## src/rtl/ars_pkg.sv

```systemverilog
// ---------------------------------------------------------------------------
// ars_pkg
// Shared definitions for the arithmetic-right-shift request queue.
//   ARS_DATA_W  : operand / result width (the shifter is fixed at 8 bits)
//   ARS_SHIFT_W : shift-amount width
//   ars_req_t   : one queued request {A, Shift_value}
//   out_state_e : two-state view of the registered output stage
// ---------------------------------------------------------------------------
package ars_pkg;

    localparam int ARS_DATA_W  = 8;
    localparam int ARS_SHIFT_W = 4;

    typedef struct packed {
        logic [ARS_DATA_W-1:0]  A;
        logic [ARS_SHIFT_W-1:0] Shift_value;
    } ars_req_t;

    typedef enum logic {
        OUT_EMPTY = 1'b0,
        OUT_FULL  = 1'b1
    } out_state_e;

endpackage

```

## src/rtl/Arithmetic_right_shift.sv

```systemverilog
// ---------------------------------------------------------------------------
// Arithmetic_right_shift
// Combinational 8-bit arithmetic right shifter.
//   A           : signed operand
//   Shift_value : shift amount 0..15
//   Result      : A shifted right with bit 7 replicated into the vacated bits
// ---------------------------------------------------------------------------
module Arithmetic_right_shift
    import ars_pkg::*;
(
    input  logic [ARS_DATA_W-1:0]  A,
    input  logic [ARS_SHIFT_W-1:0] Shift_value,
    output logic [ARS_DATA_W-1:0]  Result
);

    // Any amount of 8 or more leaves nothing but copies of the sign bit, so
    // the top shift bit selects saturation directly and only the low three
    // bits drive the barrel shift.
    always_comb begin
        Result = A;
        if (Shift_value[3]) begin
            Result = {ARS_DATA_W{A[ARS_DATA_W-1]}};
        end else begin
            Result = $signed(A) >>> Shift_value[2:0];
        end
    end

endmodule

```

## src/rtl/ars_req_fifo.sv

```systemverilog
// ---------------------------------------------------------------------------
// ars_req_fifo
// DEPTH-entry pointer FIFO of shift requests with an occupancy counter.
//   clk, rst_n : clock, asynchronous active-low reset
//   flush_i    : synchronous clear of pointers and count (wins over push/pop)
//   push_i     : write wrData_i at the write pointer (ignored when full)
//   pop_i      : advance the read pointer (ignored when empty)
//   wrData_i   : request to store
//   rdData_o   : request at the head of the FIFO
//   count_o    : number of stored requests
//   full_o     : count_o == DEPTH
//   empty_o    : count_o == 0
// ---------------------------------------------------------------------------
module ars_req_fifo
    import ars_pkg::*;
#(
    parameter  int DEPTH = 4,
    localparam int PTR_W = $clog2(DEPTH),
    localparam int CNT_W = PTR_W + 1
) (
    input  logic             clk,
    input  logic             rst_n,
    input  logic             flush_i,
    input  logic             push_i,
    input  logic             pop_i,
    input  ars_req_t         wrData_i,
    output ars_req_t         rdData_o,
    output logic [CNT_W-1:0] count_o,
    output logic             full_o,
    output logic             empty_o
);

    ars_req_t         mem_q [DEPTH];
    logic [PTR_W-1:0] wrPtr_q, wrPtr_d;
    logic [PTR_W-1:0] rdPtr_q, rdPtr_d;
    logic [CNT_W-1:0] count_q, count_d;
    logic             doPush;
    logic             doPop;

    assign full_o   = (count_q == CNT_W'(DEPTH));
    assign empty_o  = (count_q == '0);
    assign count_o  = count_q;
    assign rdData_o = mem_q[rdPtr_q];

    // Guard the requests against the occupancy so a misbehaving caller can
    // never corrupt the counter. Pointers wrap on their own because DEPTH is
    // a power of two; full and empty come from the count, not pointer equality.
    always_comb begin
        doPush  = push_i && !full_o;
        doPop   = pop_i && !empty_o;
        wrPtr_d = wrPtr_q;
        rdPtr_d = rdPtr_q;
        count_d = count_q;
        if (flush_i) begin
            wrPtr_d = '0;
            rdPtr_d = '0;
            count_d = '0;
        end else begin
            if (doPush) begin
                wrPtr_d = wrPtr_q + PTR_W'(1);
            end
            if (doPop) begin
                rdPtr_d = rdPtr_q + PTR_W'(1);
            end
            case ({doPush, doPop})
                2'b10:   count_d = count_q + CNT_W'(1);
                2'b01:   count_d = count_q - CNT_W'(1);
                default: count_d = count_q;
            endcase
        end
    end

    always_ff @(posedge clk or negedge rst_n) begin
        if (!rst_n) begin
            wrPtr_q <= '0;
            rdPtr_q <= '0;
            count_q <= '0;
        end else begin
            wrPtr_q <= wrPtr_d;
            rdPtr_q <= rdPtr_d;
            count_q <= count_d;
        end
    end

    // Storage carries no reset; the count alone decides which entries are live.
    always_ff @(posedge clk) begin
        if (doPush && !flush_i) begin
            mem_q[wrPtr_q] <= wrData_i;
        end
    end

endmodule

```

## src/rtl/ars_request_queue.sv

```systemverilog
// ---------------------------------------------------------------------------
// ars_request_queue
// Buffered valid/ready front end for the 8-bit arithmetic right shifter.
// Requests are queued in ars_req_fifo, the head is shifted combinationally
// and the result is captured into a registered valid/ready output stage.
//   clk, rst_n     : clock, asynchronous active-low reset
//   flush          : synchronous clear of FIFO and output valid
//   in_valid       : request present
//   in_ready       : FIFO has room (from registered count only)
//   A_in           : signed operand
//   Shift_value_in : shift amount 0..15
//   out_valid      : Result / Result_shift hold a valid result
//   out_ready      : consumer takes the result
//   Result         : registered shift result
//   Result_shift   : shift amount that produced Result
//   count          : FIFO occupancy, not counting the output register
// ---------------------------------------------------------------------------
module ars_request_queue
    import ars_pkg::*;
#(
    parameter int DEPTH   = 4,
    parameter int DATA_W  = ARS_DATA_W,
    parameter int SHIFT_W = ARS_SHIFT_W
) (
    input  logic                     clk,
    input  logic                     rst_n,
    input  logic                     flush,
    input  logic                     in_valid,
    output logic                     in_ready,
    input  logic [DATA_W-1:0]        A_in,
    input  logic [SHIFT_W-1:0]       Shift_value_in,
    output logic                     out_valid,
    input  logic                     out_ready,
    output logic [DATA_W-1:0]        Result,
    output logic [SHIFT_W-1:0]       Result_shift,
    output logic [$clog2(DEPTH):0]   count
);

    ars_req_t           wrReq;
    ars_req_t           headReq;
    logic               fifoFull;
    logic               fifoEmpty;
    logic               push;
    logic               load;
    logic [DATA_W-1:0]  shiftResult;
    out_state_e         outState_q;
    logic [DATA_W-1:0]  result_q;
    logic [SHIFT_W-1:0] resultShift_q;

    assign wrReq.A           = A_in;
    assign wrReq.Shift_value = Shift_value_in;

    assign in_ready = !fifoFull;
    assign push     = in_valid && in_ready;

    // The output register refills whenever it is empty or being drained this
    // cycle, which gives one result per cycle with out_ready held high.
    assign load = !fifoEmpty && ((outState_q == OUT_EMPTY) || out_ready);

    ars_req_fifo #(
        .DEPTH (DEPTH)
    ) u_fifo (
        .clk      (clk),
        .rst_n    (rst_n),
        .flush_i  (flush),
        .push_i   (push),
        .pop_i    (load),
        .wrData_i (wrReq),
        .rdData_o (headReq),
        .count_o  (count),
        .full_o   (fifoFull),
        .empty_o  (fifoEmpty)
    );

    Arithmetic_right_shift u_shift (
        .A           (headReq.A),
        .Shift_value (headReq.Shift_value),
        .Result      (shiftResult)
    );

    // Output stage: EMPTY loads to FULL; FULL stays FULL on hold or on a
    // drain with reload, and returns to EMPTY on a drain with nothing behind
    // it. Flush drops the valid flag but leaves the last data in place.
    always_ff @(posedge clk or negedge rst_n) begin
        if (!rst_n) begin
            outState_q    <= OUT_EMPTY;
            result_q      <= '0;
            resultShift_q <= '0;
        end else if (flush) begin
            outState_q    <= OUT_EMPTY;
        end else if (load) begin
            outState_q    <= OUT_FULL;
            result_q      <= shiftResult;
            resultShift_q <= headReq.Shift_value;
        end else if (out_ready) begin
            outState_q    <= OUT_EMPTY;
        end
    end

    assign out_valid    = (outState_q == OUT_FULL);
    assign Result       = result_q;
    assign Result_shift = resultShift_q;

endmodule

```

## config.mk

```make
export PLATFORM = sky130hd
export DESIGN_NAME = ars_request_queue
export DESIGN_NICKNAME = d
export VERILOG_FILES = /design/src/rtl/ars_pkg.sv /design/src/rtl/Arithmetic_right_shift.sv /design/src/rtl/ars_req_fifo.sv /design/src/rtl/ars_request_queue.sv
export SDC_FILE = /design/constraint.sdc
export NUM_CORES = 1
export LEC_CHECK = 0
export ABC_AREA = 1
export BUFFER_PORTS_ARGS = -buffer_cell sky130_fd_sc_hd__buf_4
export CAP_MARGIN = 20
export CORE_MARGIN = 5
export CORE_UTILIZATION = 55
export CTS_BUF_LIST = sky130_fd_sc_hd__clkbuf_4 sky130_fd_sc_hd__clkbuf_8
export CTS_CLUSTER_SIZE = 10
export DETAILED_ROUTE_END_ITERATION = 6
export GPL_TIMING_DRIVEN = 0
export PLACE_DENSITY = 0.75
export SYNTH_ARGS = -nofsm -noshare
export SYNTH_HDL_FRONTEND = slang
export SYNTH_HIERARCHICAL = 1
export SYNTH_SLANG_ARGS = --single-unit
```

## constraint.sdc

```tcl
create_clock -name clk -period 2.6 [get_ports clk]
set_clock_uncertainty 0.1 [all_clocks]
set_input_delay 0.13 -clock clk [delete_from_list [all_inputs] [get_ports clk]]
set_output_delay 0.13 -clock clk [all_outputs]
set_load 0.1 [all_outputs]
```

Yosys cells after proc, flatten, opt, wreduce, memory -nomap -nowiden
Memory sizes are Yosys's and may differ from the RTL's.
Index checks and enable logic that the tools add are counted.
Widths: inputs -> output; s select.
Word-level totals
  word-level logic and storage cells: 44
  memory bits (read-only): 0
  bits in latches: 0
  output and inout port bits: 17
  memory bits (writable): 48
  bits in registers: 20
  memories kept: 1
  input port bits: 17
Cells by class
  add/subtract/negate cells: 4
  div/mod/pow operators: 0
  reduce and logical (&&, ||, !) cells: 15
  $mul: 0
  bitwise gates (word level): 2
  mux-type cells: 12
  magnitude comparators: 0
  shift operators: 1
  equality and inequality tests: 3
Memory list
  u_fifo.mem_q: words 4, width 12, rd ports 1, clocked after memory_dff 0, write ports 1, RTL line ars_req_fifo.sv:33  | ars_req_t mem_q [DEPTH];
Operator list (count)
  $mux 2: 4
  $mux 8: 1
  $sshr 8x3->8: 1
  $pmux 3 s2: 1
  $reduce_bool 3->1: 2
  $logic_and 1x1->1: 5
  $mux 1: 5
  $add 2x1->2 const B: 2
  $reduce_bool 2->1: 2
  $add 3x1->3 const B: 1
  $eq 3x3->1 const B: 1
  $logic_not 1->1: 3
  $logic_not 3->1: 1
  $mux 3: 1
  $sub 3x1->3 const B: 1
  $eq 2x1->1 const B: 1
  $eq 2x2->1 const B: 1
  $not 1->1: 2
  $reduce_and 2->1: 1
  $logic_or 1x1->1: 1

Depth between registers and ports, before layout
Gate-level depths: netlist of run 1.
  word-level depth: 7
  mapped depth: 15
  gate-level depth less buffers: 14

Hierarchy
The synthesis of run 1 kept the hierarchy.
By module, submodules not included
  ars_req_fifo: cells each 186, area an instance 2319.7 µm², instances 1
  ars_request_queue: cells each 63, area an instance 648.1 µm², instances 1
  Arithmetic_right_shift: cells each 60, area an instance 289.0 µm², instances 1

Worst setup path after synthesis of run 1
OpenSTA, ideal clock, no wires.
  path type: register to register
  start: reg u_fifo.count_q[0] (netlist: u_fifo/count_o[0])
  end: mem u_fifo/mem_q[0][0] (netlist bit) (enable)
  required time: 2120 ps
  setup slack: -225 ps
  arrival time: 2345 ps
  stages on the path, launching flop included: 9
  clock period less this slack: 2825 ps
  cell sequence: dfrtp_1 > nor2_4 > nand2_1 > inv_1 > nor2_1 > inv_1 > a21oi_4 > nand2_1 > nor2_1
On the way
  cells in the longest elaborated chain, start to end: 7
RTL lines
  start: declaration: RTL line ars_req_fifo.sv:36  | logic [CNT_W-1:0] count_q, count_d;
  start signal: assignment: RTL line ars_req_fifo.sv:81  | count_q <= count_d;
  $eq 3x3->1: RTL line ars_req_fifo.sv:40  | assign full_o = (count_q == CNT_W'(DEPTH));
  named net fifoFull: RTL line ars_request_queue.sv:41  | logic fifoFull;
  $logic_not 1->1: RTL line ars_request_queue.sv:53  | assign in_ready = !fifoFull;
  $logic_and 1x1->1: RTL line ars_request_queue.sv:54  | assign push = in_valid && in_ready;
  named net push: RTL line ars_request_queue.sv:43  | logic push;
  $logic_and 1x1->1: RTL line ars_req_fifo.sv:49  | doPush = push_i && !full_o;
  $logic_and 1x1->1: RTL line ars_req_fifo.sv:87  | if (doPush && !flush_i) begin
  $mux 1: RTL line ars_req_fifo.sv:87
  $mux 1 (not written as such): RTL line ars_req_fifo.sv:88  | mem_q[wrPtr_q] <= wrData_i;
  end: declaration: RTL line ars_req_fifo.sv:33
The timed path passes the listed nets, and every way through them passes these cells.

Final worst setup path of run 1
  start: reg u_fifo.count_q[2] (netlist: u_fifo/count_o[2])
  end: mem u_fifo/mem_q[3][1] (netlist bit) (enable)
The elaborated chain is that of the path after synthesis.

==> impl_metrics.py, run 1 <==
metrics = {
    "outcome": {
        "status": "finished, final reports clean",
    },
    "layout": {
        "area_growth_pct": 20.9,
        "drive_above_1_share_pct": 30.8,
        "nNetsFinal": 390,
        "antenna_cells": 0,
        "finalNonFillerCells": 448,
        "final_core_util_pct": 67.3,
        "final_area_um2": 3940,
    },
    "route": {
        "num_vias": 2352,
        "final_antenna_net_count": 0,
        "wirelength_um": 6460,
        "vias_per_cell": 5.25,
        "first_iter_violations": 192,
        "firstDrtPassIters": 4,
        "drcViolationCount": 0,
        "wire_per_inst_um": 14.4,
    },
    "min_path": {
        "min_path_type": "input pin to flop",
        "whs_path_depth": 5,
    },
    "power": {
        "p_leak_nw": 1.66,
        "p_comb_share_pct": 52.4,
        "net-switching-power_w": 0.00227,
        "swShare_pct": 49.1,
        "pwr-share-clk_pct": 16.0,
        "power.internal_w": 0.00235,
        "power.density_nw_per_um2": 1170,
        "ir_worst_vdd_uv": 868,
        "seqPwrFrac_pct": 31.6,
    },
    "logic_synthesis": {
        "synth.avg_cell_area_um2": 10.5,
        "synth_flop_cell": "edfxtp_1",
        "ys_ff_latch": 68,
        "synthTopCellsByArea": "edfxtp_1, dfrtp_1, nand2_2",
        "synth.yosys.seq_area_share_pct": 59.6,
        "synthArstFlopShare_pct": 29.4,
        "netlist_instances": 309,
        "synth_top_area_share_pct": 44.3,
        "synth_cell_types": 32,
        "yosysWarnings": 6,
        "synth_area_um2": 3260,
        "synth_edf_count": 48,
        "yosysTopAreaCell": "edfxtp_1",
        "synth_nets": 331,
    },
    "clocking": {
        "clk_pin_slew_ns": 0.07,
        "htree_levels": 3,
        "cts_tree": "yes",
        "clk_latency_ns": 0.33,
        "clk_root_buffer_cell": "clkbuf_8",
        "cts.sinks": 68,
        "cts_setup_buffers": 0,
        "clockBufferDepth": 2,
        "cts_buffers": 9,
    },
    "timing": {
        "tns_ns": 0,
        "drv_slew": 0,
        "rsz0062_at_grt": "no",
        "setup_violations": 0,
        "worst_slew_pin_slew_ns": 0.753,
        "fmax_mhz": 414,
        "relSlewSlack_pct": 49.7,
        "finalHoldViolCount": 0,
        "layout_min_cycle_time_ns": 2.41,
        "fin_crit_sh_pct": 92.8,
        "fin_ws_ns": 0.187,
    },
    "run": {
        "maxCapViolations": 0,
    },
    "setup_path": {
        "critical_path_class": "flop to flop",
        "cp-start-kind": "flop",
        "reg2regPathDepth": 8,
        "crit_arrival_ns": 2.28,
        "cp-end-kind": "flop",
        "worstPathRequired_ns": 2.47,
        "crit_fanout": 12,
    },
    "global_routing": {
        "antenna_found_initial": 0,
        "grt_overflow_total": 0,
        "grt_pass1_vias": 2297,
        "grt_first_pass_wirelength_um": 11000,
        "grt_usage_pct": 19.0,
        "grt_start_max_net_pins": 21,
    },
    "die": {
        "start_util_pct": 55.7,
        "dieArea_um2": 7560,
        "coreArea_um2": 5850,
        "rows": 28,
        "dieWidth_um": 87.0,
        "io_pins": 34,
        "die_h_um": 87.0,
    },
    "place": {
        "placed_cell_area_um2": 3610,
        "hpwl_um": 4480,
        "post-place-ws_ns": -0.122,
        "port_buffers": 33,
        "place_inst": 418,
        "gp_congestion": 0.855,
    },
}
-- metal layers --
layer / track usage, % / part of all wire, %
met1: 25.9 / 43
met2: 30.2 / 48
met3: 3.41 / 7.4
met4: 7.65 / 1.4
met5: 0 / 0
-- cells in the mapped netlist, types with 2 or more instances --
| cell type | number |
|---|---|
| edfxtp_1 | 48 |
| nand2_1 | 42 |
| nor2_1 | 32 |
| o21ai_0 | 27 |
| nand2_2 | 26 |
| nand3_1 | 22 |
| dfrtp_1 | 20 |
| inv_1 | 18 |
| nand4_1 | 15 |
| o22ai_1 | 12 |
| inv_2 | 7 |
| a21oi_1 | 5 |
| buf_2 | 5 |
| ha_1 | 4 |
| buf_4 | 3 |
| nand2_4 | 3 |
| nand3_2 | 3 |
| buf_6 | 2 |
| clkbuf_1 | 2 |
-- flip-flops by register name, summed over array words and instances (netlist names) --
name / cells
out_valid: 1
Result: 8
u_fifo/mem_q: 48
Result_shift: 4
u_fifo/count_o: 3
u_fifo/wrPtr_q: 2
u_fifo/rdPtr_q: 2
-- worst max-delay path: stages, from the launching register on --
cell,delay (ns)
dfrtp_2,0.40
buf_4,0.16
nand2_1,0.10
inv_1,0.06
nor2_1,0.16
inv_1,0.09
a21oi_4,0.18
nand2_1,0.17
nor2_2,0.61
-- layout by cell type, fill, tap and decap left out --
| cell | netlist | routed |
|---|---|---|
| clkinv_2 | 0 | 2 |
| a21oi_1 | 5 | 5 |
| nand2_1 | 42 | 42 |
| o21ai_0 | 27 | 27 |
| nand3_4 | 1 | 1 |
| o22ai_1 | 12 | 11 |
| inv_6 | 1 | 1 |
| nand3_1 | 22 | 22 |
| buf_4 | 3 | 36 |
| nor2_2 | 1 | 5 |
| clkinv_1 | 0 | 1 |
| o22ai_2 | 0 | 1 |
| nor2_4 | 1 | 1 |
| fa_1 | 1 | 1 |
| buf_2 | 5 | 5 |
| inv_1 | 18 | 18 |
| clkinvlp_4 | 0 | 4 |
| dfrtp_2 | 0 | 3 |
| inv_2 | 7 | 7 |
| nand4_1 | 15 | 15 |
| ha_1 | 4 | 4 |
| xor2_1 | 1 | 1 |
| a21oi_4 | 1 | 1 |
| nand2_2 | 26 | 26 |
| clkbuf_4 | 1 | 1 |
| dlygate4sd3_1 | 0 | 14 |
| clkbuf_8 | 1 | 10 |
| buf_6 | 2 | 3 |
| edfxtp_1 | 48 | 48 |
| xnor2_1 | 1 | 1 |
| nand3_2 | 3 | 3 |
| clkbuf_1 | 2 | 2 |
| nor2_1 | 32 | 28 |
| nand2_4 | 3 | 3 |
| inv_4 | 1 | 1 |
| buf_12 | 1 | 1 |
| o21ai_1 | 1 | 1 |
| dfrtp_1 | 20 | 17 |
-- stage by stage --
step	total power, W	hold WS [ns]
2_1_floorplan	0.00339	-0.266
3_3_place_gp	0.00384	-0.0803
3_5_place_dp	0.00388	-0.0767
4_1_cts	0.00464	0.0690
5_1_grt	0.00492	0.115
6_report	0.00461	0.0740
-- kinds of logic (layout without fill, tap and decap cells) --
group                      count (synthesis)  in the layout  share of synthesized area (%)
xor gates and xnor gates                   2              2                          0.538
and+or+nand+nor                          146            146                           22.8
DFF                                       68             68                           59.6
buffers and inverters                     42            106                           6.99
adders and majority gates                  5              5                           2.15
AOI/OAI and AO/OA                         46             46                           7.88
-- layout make-up --
cell class / instances / area [µm²]
fill: 466 / 1910
clock inverter: 7 / 43.8
tap: 75 / 93.8
timing repair buffer: 48 / 399
sequential: 68 / 1950
clock buffer: 9 / 124
inverter: 27 / 109
multi-input combinational: 199 / 1100
buffer: 15 / 119
-- final timing paths --
path	slack, ns	to	start
worst max-delay path	0.19	u_fifo/mem_q[3][1]$_DFFE_PP_	u_fifo/count_o[2]$_DFFE_PN0P_
worst min-delay path	0.07	Result_shift[2]$_DFFE_PN0P_	out_ready
worst max register to register	0.19	u_fifo/mem_q[3][1]$_DFFE_PP_	u_fifo/count_o[2]$_DFFE_PN0P_
worst min register to register	0.38	Result_shift[0]$_DFFE_PN0P_	Result_shift[0]$_DFFE_PN0P_
max in group asynchronous	2.06	u_fifo/count_o[2]$_DFFE_PN0P_	rst_n
min in group asynchronous	0.12	Result[3]$_DFFE_PN0P_	rst_n
-- power by group through the flow --
stage	registers, W	logic (W)	clock network [W]
6_report	0.00146	0.00242	0.000737
5_1_grt	0.00148	0.00263	0.000812
4_1_cts	0.00146	0.00242	0.000760
3_5_place_dp	0.00148	0.00240	0
3_3_place_gp	0.00148	0.00236	0
2_1_floorplan	0.00226	0.00113	0
-- timing repair --
item                       CTS  global route
pin swaps                    0             0
hold endpoints to repair    71             0
setup endpoints to repair   36            13
hold buffers                14             0
resized for setup            3             2
Power figures use the tool's default switching activity.
==> run 2: changes to the inputs <==
BUFFER_PORTS_ARGS = default   (was -buffer_cell sky130_fd_sc_hd__buf_4)
CORE_ASPECT_RATIO = 1.5   (was default)
DONT_BUFFER_PORTS = 1   (was default)
PLACE_DENSITY = 0.7   (was 0.75)
==> run 2 against run 1 <==
  * Core utilization shrank 1.4 points
  * Via count shrank 3.4%
  * Critical endpoint is now u_fifo/count_o[2]$_DFFE_PN0P_
  * Hold slack gained 0.0048 ns
  * Sequential cell count is the same
  * Sequential share of layout area grew 1.8 points
  * Design area shrank 3.1%
  * Count of clock-buffer cells in the layout grew 1
  * Fmax shrank 2.0%
==> impl_metrics.py, run 2 (synthesized netlist as in run 1, its figures left out) <==
metrics = {
    "route": {
        "drcViolationCount": 0,
        "wirelength_um": 6570,
        "vias_per_cell": 5.44,
        "first_iter_violations": 113,
        "firstDrtPassIters": 4,
        "wl_met2_um": 3580,
        "num_vias": 2273,
        "routed.top_layer": "met4",
        "final_antenna_net_count": 0,
        "drt-met1-wl_um": 2520,
        "wire_per_inst_um": 15.7,
        "wl_met3_um": 366,
    },
    "power": {
        "power.internal_w": 0.00231,
        "power.density_nw_per_um2": 1200,
        "seqPwrFrac_pct": 49.6,
        "p_leak_nw": 1.56,
        "ir_worst_vdd_uv": 516,
        "swShare_pct": 49.6,
        "pwr-share-clk_pct": 18.6,
        "p_comb_share_pct": 31.8,
        "net-switching-power_w": 0.00228,
    },
    "die": {
        "dieArea_um2": 7590,
        "coreArea_um2": 5790,
        "die_h_um": 104,
        "dieWidth_um": 72.8,
        "io_pins": 34,
        "start_util_pct": 56.3,
        "rows": 34,
    },
    "timing": {
        "drv_slew": 0,
        "relSlewSlack_pct": 38.4,
        "fmax_mhz": 406,
        "fin_crit_sh_pct": 94.7,
        "layout_min_cycle_time_ns": 2.46,
        "worst_slew_pin_slew_ns": 0.924,
        "finalHoldViolCount": 0,
        "setup_violations": 0,
        "holdWs_ns": 0.0788,
        "rsz0062_at_grt": "no",
    },
    "layout": {
        "regMostFlops": "u_fifo/mem_q",
        "area_growth_pct": 17.1,
        "final_core_util_pct": 65.9,
        "drive_above_1_share_pct": 26.0,
        "antenna_cells": 0,
        "largest_reg_flops": 48,
        "layout_commonest_cell": "edfxtp_1",
        "layout_common_cells": "edfxtp_1, nand2_1, nor2_1",
        "nNetsFinal": 363,
    },
    "setup_path": {
        "worstPathRequired_ns": 2.73,
        "crit_arrival_ns": 2.59,
        "critical_path_class": "flop to flop",
        "crit_fanout": 5,
        "reg2reg_slack_ns": 0.14,
        "cp-end-kind": "flop",
        "cp-start-kind": "flop",
    },
    "clocking": {
        "clk_latency_ns": 0.34,
        "cts.sinks": 68,
        "clk_root_buffer_cell": "clkbuf_8",
        "cts_tree": "yes",
        "clk_pin_slew_ns": 0.08,
        "clockBufferDepth": 2,
        "cts_buffers": 9,
        "htree_levels": 3,
    },
    "outcome": {
        "status": "finished, final reports clean",
    },
    "global_routing": {
        "grt_first_pass_wirelength_um": 10700,
        "grt_pass1_vias": 2212,
        "antenna_found_initial": 0,
        "grt_overflow_total": 0,
        "grt_start_max_net_pins": 21,
        "grt_usage_pct": 18.5,
    },
    "place": {
        "hpwl_um": 4540,
        "port_buffers": 0,
        "gp_congestion": 0.910,
    },
    "min_path": {
        "min_path_type": "input pin to flop",
    },
    "run": {
        "maxCapViolations": 0,
    },
}
-- run 2: cell types whose count changed in the layout (fill, tap and decap cells not counted), sizes merged --
cell,before,now
buf,45,17
clkinvlp,4,1
bufinv,0,1
clkbuf,13,14
dlygate4sd3,14,15
inv,27,28
-- run 2: final timing paths --
| check | start | endpoint | depth (start not counted) |
|---|---|---|---|
| worst min-delay path | in_valid | u_fifo/wrPtr_q[0]$_DFFE_PN0P_ | 6 |
| worst max-delay path | u_fifo/count_o[1]$_DFFE_PN0P_ | u_fifo/count_o[2]$_DFFE_PN0P_ | 14 |
| min in group asynchronous | rst_n | Result[0]$_DFFE_PN0P_ | 1 |
| worst min register to register | u_fifo/wrPtr_q[1]$_DFFE_PN0P_ | u_fifo/wrPtr_q[1]$_DFFE_PN0P_ | 2 |
| worst max register to register | u_fifo/count_o[1]$_DFFE_PN0P_ | u_fifo/count_o[2]$_DFFE_PN0P_ | 14 |
| max in group asynchronous | rst_n | u_fifo/count_o[2]$_DFFE_PN0P_ | 1 |
-- run 2: what timing repair did --
item | 4_1_cts | 5_1_grt
gates resized for setup | 6 | 10
setup endpoints to repair | 40 | 36
pin swaps | 0 | 4
setup buffers | 0 | 2
hold endpoints to repair | 75 | 0
hold buffers | 15 | 0
-- run 2: power groups by stage --
stage | clock, W | sequential (W) | combinational [W]
floorplan | 0 | 0.00226 | 0.00113
finish | 0.000855 | 0.00228 | 0.00146
CTS | 0.000866 | 0.00228 | 0.00143
global route | 0.000921 | 0.00230 | 0.00164
global placement | 0 | 0.00229 | 0.00135
detailed placement | 0 | 0.00229 | 0.00139
-- run 2: layout make-up --
cell class / instances / area, µm²
Inverter: 27 / 109
Multi-Input combinational cell: 199 / 1130
Buffer: 15 / 123
Clock buffer: 10 / 131
Tap cell: 72 / 90.1
Clock inverter: 6 / 63.8
Timing Repair Buffer: 21 / 210
Fill cell: 472 / 1970
Sequential cell: 68 / 1950
-- run 2: per-layer routing --
metal  up-vias  GRT usage (%)
li1       1123              -
met1      1063           20.4
met2        76           32.5
met3        11           5.03
met4         0           7.92
met5         -              0
-- run 2: metrics by stage --
stage / TNS (ns) / instance area, µm² / total power (W) / cells / setup slack (ns)
final: 0 / 3810 / 0.00459 / 418 / 0.137
after global routing: 0 / 3810 / 0.00486 / 418 / 0.0126
after CTS: -0.165 / 3750 / 0.00458 / 416 / -0.0239
after detailed placement: -3.63 / 3400 / 0.00369 / 385 / -0.185
after global placement: -19.05 / 3350 / 0.00364 / 381 / -0.407
after floorplan: 0 / 3260 / 0.00339 / 309 / 0.0912
-- run 2: worst max-delay path, cell delays in order (launching register included) --
cell	delay, ns
dfrtp_4	0.64
nor2_4	0.22
nand2_2	0.09
inv_1	0.10
a21oi_1	0.08
nand2_4	0.12
inv_4	0.05
nand2_4	0.07
inv_1	0.05
fa_1	0.41
xor2_1	0.18
nand3_1	0.08
nand2_1	0.05
nand2_1	0.05
nand2_1	0.05
